==> src/rtl/count_seq_pkg.sv <==
// Shared state encoding and default widths for count_sequencer and its interval counter.
package count_seq_pkg;

  localparam int unsigned CNT_W = 16;
  localparam int unsigned REP_W = 8;

  typedef enum logic [1:0] {
    StIdle = 2'd0,
    StRun  = 2'd1,
    StHold = 2'd2,
    StDone = 2'd3
  } state_e;

endpackage

==> src/rtl/seq_counter16.sv <==
// Interval counter with synchronous clear and enable; match is registered and tracks
// whether the value just loaded equals cmp_val.
module seq_counter16 #(
  parameter int unsigned CNT_W = count_seq_pkg::CNT_W
) (
  input  logic             clk,
  input  logic             reset,
  input  logic             clr,
  input  logic             ena,
  input  logic [CNT_W-1:0] cmp_val,
  output logic [CNT_W-1:0] count,
  output logic             match
);
  import count_seq_pkg::*;

  logic [CNT_W-1:0] count_d;

  always_comb begin
    count_d = count;
    if (clr) begin
      count_d = '0;
    end else if (ena) begin
      count_d = count + 1'b1;
    end
  end

  always_ff @(posedge clk or posedge reset) begin
    if (reset) begin
      count <= '0;
      match <= 1'b0;
    end else begin
      count <= count_d;
      match <= (count_d == cmp_val);
    end
  end

endmodule

==> src/rtl/count_sequencer.sv <==
// Sequences seq_counter16 through one-shot or periodic runs with tick/done/aborted pulses.
// Define COUNT_SEQ_HOLD_EN to honour the hold input (HOLD state); otherwise hold is ignored.
module count_sequencer #(
  parameter int unsigned CNT_W = count_seq_pkg::CNT_W,
  parameter int unsigned REP_W = count_seq_pkg::REP_W
) (
  input  logic             clk,
  input  logic             reset,
  input  logic             start,
  input  logic             stop,
  input  logic             hold,
  input  logic [CNT_W-1:0] period,
  input  logic [REP_W-1:0] repeats,
  input  logic             mode_periodic,
  output logic             busy,
  output logic             cnt_ena,
  output logic [CNT_W-1:0] count,
  output logic             tick,
  output logic             done,
  output logic             aborted,
  output logic [REP_W-1:0] run_cnt
);
  import count_seq_pkg::*;

  state_e           state_q, state_d, cont_state;
  logic [CNT_W-1:0] period_q, period_d;
  logic [REP_W-1:0] repeats_q, repeats_d;
  logic             periodic_q, periodic_d;
  logic [REP_W-1:0] run_cnt_d, run_cnt_inc;
  logic [REP_W:0]   rep_eff, run_next;
  logic             tick_d, done_d, aborted_d;
  logic             load, clr, advance, match;
  logic [CNT_W-1:0] cmp_val;

`ifdef COUNT_SEQ_HOLD_EN
  // A wrap already due in RUN still completes even if hold arrives on that cycle.
  assign advance    = (state_q == StRun || state_q == StHold) &&
                      (!hold || (state_q == StRun && match));
  assign cont_state = hold ? StHold : StRun;
`else
  logic unused_hold;
  assign unused_hold = hold;
  assign advance     = (state_q == StRun);
  assign cont_state  = StRun;
`endif

  // Compare value must reflect the new period on the very edge it is latched.
  assign cmp_val     = load ? (period - 1'b1) : (period_q - 1'b1);
  assign run_cnt_inc = (run_cnt == '1) ? run_cnt : run_cnt + 1'b1;
  assign rep_eff     = (repeats_q == '0) ? (REP_W+1)'(1) : {1'b0, repeats_q};
  assign run_next    = {1'b0, run_cnt} + 1'b1;

  always_comb begin
    state_d    = state_q;
    period_d   = period_q;
    repeats_d  = repeats_q;
    periodic_d = periodic_q;
    run_cnt_d  = run_cnt;
    tick_d     = 1'b0;
    done_d     = 1'b0;
    aborted_d  = 1'b0;
    load       = 1'b0;
    clr        = 1'b0;
    unique case (state_q)
      StIdle: begin
        if (start && !stop) begin
          load       = 1'b1;
          clr        = 1'b1;
          state_d    = StRun;
          period_d   = period;
          repeats_d  = repeats;
          periodic_d = mode_periodic;
          run_cnt_d  = '0;
        end
      end
      StRun, StHold: begin
        if (stop) begin
          state_d   = StIdle;
          aborted_d = 1'b1;
          clr       = 1'b1;
        end else if (advance && match) begin
          clr       = 1'b1;
          tick_d    = 1'b1;
          run_cnt_d = run_cnt_inc;
          if (!periodic_q && run_next == rep_eff) begin
            state_d = StDone;
            done_d  = 1'b1;
          end else begin
            state_d = cont_state;
          end
        end else begin
          state_d = cont_state;
        end
      end
      StDone:  state_d = StIdle;
      default: state_d = StIdle;
    endcase
  end

  always_ff @(posedge clk or posedge reset) begin
    if (reset) begin
      state_q    <= StIdle;
      period_q   <= '0;
      repeats_q  <= '0;
      periodic_q <= 1'b0;
      run_cnt    <= '0;
      tick       <= 1'b0;
      done       <= 1'b0;
      aborted    <= 1'b0;
      busy       <= 1'b0;
      cnt_ena    <= 1'b0;
    end else begin
      state_q    <= state_d;
      period_q   <= period_d;
      repeats_q  <= repeats_d;
      periodic_q <= periodic_d;
      run_cnt    <= run_cnt_d;
      tick       <= tick_d;
      done       <= done_d;
      aborted    <= aborted_d;
      busy       <= (state_d == StRun) || (state_d == StHold);
      cnt_ena    <= (state_d == StRun);
    end
  end

  seq_counter16 #(
    .CNT_W(CNT_W)
  ) u_counter (
    .clk    (clk),
    .reset  (reset),
    .clr    (clr),
    .ena    (advance && !stop),
    .cmp_val(cmp_val),
    .count  (count),
    .match  (match)
  );

endmodule
==> config.mk <==
export PLATFORM = sky130hd
export DESIGN_NAME = count_sequencer
export DESIGN_NICKNAME = d
export VERILOG_FILES = /design/src/rtl/count_seq_pkg.sv /design/src/rtl/seq_counter16.sv /design/src/rtl/count_sequencer.sv
export SDC_FILE = /design/constraint.sdc
export NUM_CORES = 1
export LEC_CHECK = 0
export ABC_CLOCK_PERIOD_IN_PS = 4730
export CAP_MARGIN = 10
export CORE_MARGIN = 5
export CORE_UTILIZATION = 35
export CTS_CLUSTER_SIZE = 24
export DETAILED_ROUTE_END_ITERATION = 12
export GPL_ROUTABILITY_DRIVEN = 0
export GPL_TIMING_DRIVEN = 0
export HOLD_SLACK_MARGIN = 0.1
export MAX_ROUTING_LAYER = met4
export PLACE_DENSITY = 0.59
export SKIP_LAST_GASP = 1
export SLEW_MARGIN = 10
export SYNTH_ARGS = -nofsm -noshare
export SYNTH_HDL_FRONTEND = slang
export SYNTH_SLANG_ARGS = --single-unit
==> constraint.sdc <==
create_clock -name clk -period 4.73 [get_ports clk]
set_input_delay 0.946 -clock clk [delete_from_list [all_inputs] [get_ports clk]]
set_output_delay 0.946 -clock clk [all_outputs]
set_load 0.03 [all_outputs]
==> results.sh, run 1 <==
export IMPL_dp_cells=572
export IMPL_grt_pass1_vias=2905
export IMPL_ys_seq_area_share_pct=40.53
export IMPL_cp_slowest_stage_delay_ns=0.52
export IMPL_synth_top_cell_area_share_pct=40.53
export IMPL_worstPathMaxFanout=10
export IMPL_route_detailed_drc=0
export IMPL_finalSetupViolations=0
export IMPL_overflow=0
export IMPL_cts_root_buf="clkbuf_8"
export IMPL_p_leak_nw=1.923
export IMPL_io_pins=59
export IMPL_ys_types=56
export IMPL_syn_nets=419
export IMPL_ys_flop_type="dfrtp_1"
export IMPL_grt_total_usage_pct=16.36
export IMPL_cts_buffers=9
export IMPL_seq_area_um2=1426
export IMPL_drive_above_1_share_pct=9.231
export IMPL_dr_pass1_iters=4
export IMPL_slew_viol_final=0
export IMPL_final_cells=588
export IMPL_setup_tns_ns=0
export IMPL_critPathKind="input port to register"
export IMPL_clock_sinks=57
export IMPL_finClkSkew_ns=0.01399
export IMPL_dp_final_hpwl_mm=6.917
export IMPL_cp_slowest_cell="or4_1"
export IMPL_period_share_pct=94.70
export IMPL_antenna_cells=0
export IMPL_wl_mm=9.052
export IMPL_fp_row_count=36
export IMPL_drtIter0Drc=128
export IMPL_path_clk_slew_ns=0.07
export IMPL_min_path_type="register to register"
export IMPL_ys_ff_latch=57
export IMPL_grt_max_degree=35
export IMPL_cp_common_cell="xnor2_1"
export IMPL_power_mw=2.036
export IMPL_worstPathRequired_ns=4.98
export IMPL_yosysTopAreaCell="dfrtp_1"
export IMPL_final_cell_mix="nand2_1 (73), dfrtp_1 (57), clkdlybuf4s50_1 (57), o21ai_0 (24)"
export IMPL_postCtsSetupBuffers=0
export IMPL_antenna_found_initial=0
export IMPL_avgSynthCellArea_um2=9.238
export IMPL_vias_per_cell=5.173
export IMPL_cts_resized=1
export IMPL_critPathArrivalTime_ns=4.73
export IMPL_synth_area_leaders="dfrtp_1 (41%), nand2_1 (7.8%), xnor2_1 (4.7%)"
export IMPL_coreArea_um2=9774
export IMPL_htree_levels=3
export IMPL_synth_edff_count=0
export IMPL_post_drt_wl_per_cell_um=15.39
export IMPL_cts_path_max_buffers=2
export IMPL_finalHoldViolations=0
export IMPL_final_min_clock_period_ns=4.479
export IMPL_area_delta_synth_final_pct=27.34
export IMPL_postSynth_asyncResetShare_pct=100.0
export IMPL_maxSlewHeadroom_pct=49.78
export IMPL_synthCells=381
export IMPL_insertion_delay_ns=0.35
export IMPL_ctsHoldBuffers=0
export IMPL_syn_area_um2=3520
export IMPL_multiInputGateArea_um2=1984
export IMPL_ant_nets=0
export IMPL_initial_utilization_pct=36.01
export IMPL_status="finished, final reports clean"
export IMPL_yosys_warnings=0
export IMPL_die_w_um=110.3
export IMPL_crit_path_end_kind="register"
export IMPL_n_fill_cell=992
export IMPL_cp_start_kind="input port"
export IMPL_vias=3042
export IMPL_nNetsFinal=488
export IMPL_die_y_um=110.3
export IMPL_numPortBuffers=57
export IMPL_die_area_um2=12160
export IMPL_ir_drop_mv=0.1458
export IMPL_cp_cell_sequence="clkdlybuf4s50_1 -> buf_2 -> nand3b_4 -> buf_6 -> clkbuf_4 -> mux2i_1 -> ha_1 -> nor4b_2 -> nand3_1 -> a211oi_1 -> xnor2_1 -> xnor2_1 -> or4_1 -> nor4_2"
export IMPL_cts_tree="yes"
export IMPL_fmax_ghz=0.2233
export IMPL_mostFrequentLayoutCell="nand2_1"
export IMPL_maxCapViolations=0
export IMPL_power_density_nw_per_um2=454.4
export IMPL_grt_pass1_wl_mm=14.95
export IMPL_tightestPinTransition_ns=0.7455
==> report_power, final <==
group          switching, mW  internal [mW]  total (mW)
Sequential             0.118          0.619       0.737
Clock                  0.195          0.256       0.452
Combinational          0.470          0.377       0.847
Total                  0.784           1.25        2.04
==> stage by stage <==
| step | cell area [µm²] | util, % | hold slack [ns] | worst slack (ns) |
|---|---|---|---|---|
| 2_1_floorplan | 3520 | - | 0.4460 | 0.9134 |
| 3_3_place_gp | 4257 | 43.55 | 0.4705 | -0.4417 |
| 3_5_place_dp | 4277 | 43.75 | 0.4722 | -0.5544 |
| 4_1_cts | 4467 | 45.70 | 0.4888 | 0.05966 |
| 5_1_grt | 4482 | 45.85 | 0.5368 | -0.004849 |
| 6_report | 4482 | 45.85 | 0.4840 | 0.2508 |
==> cell usage after synthesis (2+ instances only) <==
master	count
a211oi_1	2
a21oi_1	15
a21oi_2	3
a22oi_1	2
a31oi_1	2
and2_1	2
and3_1	5
and4_1	2
buf_2	4
buf_6	2
clkbuf_1	5
dfrtp_1	57
ha_1	8
inv_1	16
mux2_2	4
mux2i_1	11
nand2_1	73
nand2b_1	6
nand3_1	9
nand3b_1	4
nand4_1	7
nand4b_1	4
nor2_1	11
nor3_1	19
nor4_1	4
nor4_2	2
nor4b_1	2
nor4bb_1	2
o21ai_0	24
o31ai_1	7
or3_1	5
or4_1	6
xnor2_1	19
xnor3_1	2
xor2_1	14
==> layout make-up <==
cell class              count  area share, %
multi-input cells         297          44.28
flip-flops and latches     57          31.83
repair buffers             58          13.18
well taps                 133          3.713
clock buffers              13          3.322
plain buffers              11          1.452
inverters                  16          1.340
clock inverters             3         0.8934
==> worst paths after layout <==
path,startpoint,to,slack (ns),cells past startpoint
max in group asynchronous,reset,u_counter.count[7],3.07,3
min,repeats_q[0],repeats_q[0],0.48,2
min reg2reg,repeats_q[0],repeats_q[0],0.48,2
max reg2reg,state_q[0],u_counter.match,0.89,14
min in group asynchronous,reset,period_q[4],1.06,2
max,stop,u_counter.match,0.25,14
==> worst max-delay path, delay by kind of cell <==
kind	cells	cell delay, ns
multiplexers	1	0.28
adder cells (fa/ha/maj)	1	0.27
buffers and inverters	4	1.16
AND/OR/NAND/NOR	5	1.42
AO/OA/AOI/OAI	1	0.34
XOR/XNOR	2	0.30
==> flip-flops by register name, indices dropped and copies added (netlist names) <==
name / flops
repeats_q: 8
run_cnt: 8
tick: 1
cnt_ena: 1
u_counter.count: 16
period_q: 16
aborted: 1
periodic_q: 1
done: 1
busy: 1
u_counter.match: 1
state_q: 2
==> cells by family (layout without fill, tap and decap cells) <==
group	Yosys count	after routing	synth area share [%]
XOR/XNOR	36	36	10.17
adder cells (fa/ha/maj)	8	8	2.844
buffers and inverters	27	101	3.448
AO/OA/AOI/OAI	66	66	12.05
multiplexers	16	16	5.048
flip-flops	57	57	40.53
AND/OR/NAND/NOR	171	171	25.92
==> routing by layer <==
metal | vias to the layer above | share of wire, % | GRT usage, %
met5 | - | 0 | -
met4 | 0 | 1.7 | 6.860
met1 | 1449 | 50 | 24.03
met3 | 12 | 4.8 | 2.213
met2 | 69 | 43 | 22.49
li1 | 1512 | - | -
Note: power is estimated with default switching activity, not from simulation.
==> run 2, diff against run 1 <==
--- a/config.mk
+++ b/config.mk
@@ -8,14 +8,15 @@
 export ABC_CLOCK_PERIOD_IN_PS = 4730
 export CAP_MARGIN = 10
 export CORE_MARGIN = 5
-export CORE_UTILIZATION = 35
+export CORE_UTILIZATION = 45
 export CTS_CLUSTER_SIZE = 24
 export DETAILED_ROUTE_END_ITERATION = 12
 export GPL_ROUTABILITY_DRIVEN = 0
 export GPL_TIMING_DRIVEN = 0
 export HOLD_SLACK_MARGIN = 0.1
 export MAX_ROUTING_LAYER = met4
-export PLACE_DENSITY = 0.59
+export PLACE_DENSITY = 0.72
+export RECOVER_POWER = 100
 export SKIP_LAST_GASP = 1
 export SLEW_MARGIN = 10
 export SYNTH_ARGS = -nofsm -noshare
==> run 2 against run 1 <==
The run now ends with capacitance limit, slew limit left. Sequential share of layout area rose by 0.52 points. Clock power rose by 7.3%. Hold slack improved by 0.012 ns. Flip-flop and latch count did not move. Worst setup slack improved by 0.040 ns. Core utilization rose by 12 points. Critical path type unchanged. Largest cell class unchanged. Largest power group unchanged.
==> results.sh, run 2 (synthesized netlist as in run 1, its figures left out) <==
export IMPL_postCtsSetupBuffers=0
export IMPL_finClkSkew_ns=0.009605
export IMPL_worstPathMaxFanout=10
export IMPL_reg_largest_list="period_q: 16 flops, u_counter.count: 16 flops"
export IMPL_setup_tns_ns=0
export IMPL_final_min_clock_period_ns=4.439
export IMPL_power_density_nw_per_um2=465.7
export IMPL_status="complete, but fails checks"
export IMPL_slew_viol_final=35
export IMPL_path_clk_slew_ns=0.07
export IMPL_grt_pass1_vias=2986
export IMPL_mostFrequentLayoutCell="nand2_1"
export IMPL_vias_per_cell=5.557
export IMPL_vias=3095
export IMPL_grt_pass1_wl_mm=14.75
export IMPL_finalHoldViolations=0
export IMPL_dp_final_hpwl_mm=6.669
export IMPL_grt_max_degree=35
export IMPL_cp_cell_sequence="clkdlybuf4s50_1 -> buf_2 -> nand3b_4 -> buf_6 -> buf_2 -> mux2i_1 -> ha_1 -> nor4b_2 -> nand3_1 -> a22oi_1 -> xnor2_1 -> xnor2_1 -> or4_1 -> nor4_2"
export IMPL_antenna_cells=0
export IMPL_initial_utilization_pct=45.78
export IMPL_p_leak_nw=2.003
export IMPL_ir_drop_mv=0.1819
export IMPL_htree_levels=3
export IMPL_die_y_um=98.44
export IMPL_die_area_um2=9690
export IMPL_io_pins=59
export IMPL_rrSetupSlack_ns=0.92
export IMPL_n_fill_cell=704
export IMPL_critPathKind="input port to register"
export IMPL_dr_pass1_iters=4
export IMPL_rsz0062_at_grt="no"
export IMPL_fmax_ghz=0.2253
export IMPL_maxCapViolations=1
export IMPL_cts_path_max_buffers=2
export IMPL_area_delta_synth_final_pct=25.28
export IMPL_cp_start_kind="input port"
export IMPL_switching_share_pct=38.47
export IMPL_drtIter0Drc=180
export IMPL_grt_total_usage_pct=19.10
export IMPL_cts_buffers=9
export IMPL_drive_above_1_share_pct=7.473
export IMPL_cts_root_buf="clkbuf_8"
export IMPL_fin_area_um2=4409
export IMPL_cts_tree="yes"
export IMPL_maxSlewHeadroom_pct=-22.84
export IMPL_numPortBuffers=57
export IMPL_wl_mm=8.841
export IMPL_p_comb_share_pct=40.4
export IMPL_ctsHoldBuffers=0
export IMPL_period_share_pct=93.85
export IMPL_placed_area_um2=4238
export IMPL_violations="capacitance limit, slew limit"
export IMPL_die_w_um=98.44
export IMPL_power_mw=2.053
export IMPL_min_path_type="register to register"
export IMPL_insertion_delay_ns=0.33
export IMPL_coreArea_um2=7687
export IMPL_fp_row_count=32
export IMPL_critPathArrivalTime_ns=4.67
export IMPL_antenna_found_initial=0
export IMPL_nNetsFinal=488
export IMPL_finalSetupViolations=0
export IMPL_cp_slowest_cell="or4_1"
export IMPL_post_drt_wl_per_cell_um=15.87
export IMPL_worstPathRequired_ns=4.96
export IMPL_p_clk_share_pct=23.6
export IMPL_ant_nets=0
export IMPL_route_detailed_drc=0
export IMPL_internal_power_mw=1.264
export IMPL_clock_sinks=57
export IMPL_final_cell_mix="nand2_1 (73), dfrtp_1 (57), dlygate4sd3_1 (31), clkdlybuf4s50_1 (26), o21ai_0 (24)"
export IMPL_tightestPinTransition_ns=1.843
export IMPL_seq_power_share_pct=36.0
export IMPL_overflow=0
export IMPL_switchingPower_uw=789.9
export IMPL_cp_slowest_stage_delay_ns=0.53
export IMPL_crit_path_end_kind="register"
## run 2: power groups by stage
stage	sequential (mW)	clock, mW	combinational [mW]
2_1_floorplan	0.749	0	0.601
3_3_place_gp	0.735	0	0.817
3_5_place_dp	0.742	0	0.842
4_1_cts	0.735	0.492	0.847
5_1_grt	0.757	0.521	0.923
6_report	0.738	0.485	0.830
## run 2: path summary, 6_finish.rpt
kind,endpoint,depth (start not counted),from
min in group asynchronous,period_q[15],2,reset
min,period_q[15],2,period_q[15]
max in group asynchronous,period_q[3],3,reset
max,u_counter.match,14,stop
max reg2reg,u_counter.match,14,state_q[0]
min reg2reg,period_q[15],2,period_q[15]
## run 2: per-layer routing
metal  part of all wire, %  global-route usage [%]
met1                    49                   27.28
met2                    45                   27.67
met3                   4.8                   3.609
met4                   1.8                   5.672
met5                     0                       -
## run 2: timing repair
item                                   4_1_cts  5_1_grt
gates resized for setup                      1        4
setup endpoints to repair                    1        1
pin swaps                                    0        0
gates cloned                                 0        0
endpoints found under the hold margin        0        0
## run 2: layout make-up
cell class | instances | area (µm²) | share of cell area [%]
Tap cell | 102 | 127.6 | 2.894
Clock buffer | 12 | 165.2 | 3.746
Sequential cell | 57 | 1426 | 32.35
Multi-Input combinational cell | 297 | 1953 | 44.30
Inverter | 16 | 60.06 | 1.362
Buffer | 11 | 52.55 | 1.192
Clock inverter | 4 | 50.05 | 1.135
Timing Repair Buffer | 58 | 574.3 | 13.02
## run 2: critical path, delay by kind of cell
kind	cells	cell delay, ns
and+or+nand+nor	5	1.43
buffers and inverters	4	1.14
muxes	1	0.30
xor gates and xnor gates	2	0.28
adders and majority gates	1	0.27
AOI/OAI and AO/OA	1	0.27
## run 2: stage by stage
| step | cells | setup WS (ns) | hold slack, ns | util (%) |
|---|---|---|---|---|
| floorplan | 381 | 0.9134 | 0.4460 | - |
| global placement | 540 | -0.3752 | 0.4666 | 54.87 |
| detailed placement | 541 | -0.4508 | 0.4807 | 55.13 |
| CTS | 557 | 0.09941 | 0.4993 | 57.94 |
| global route | 557 | 0.07568 | 0.5266 | 57.36 |
| finish | 557 | 0.2908 | 0.4964 | 57.36 |
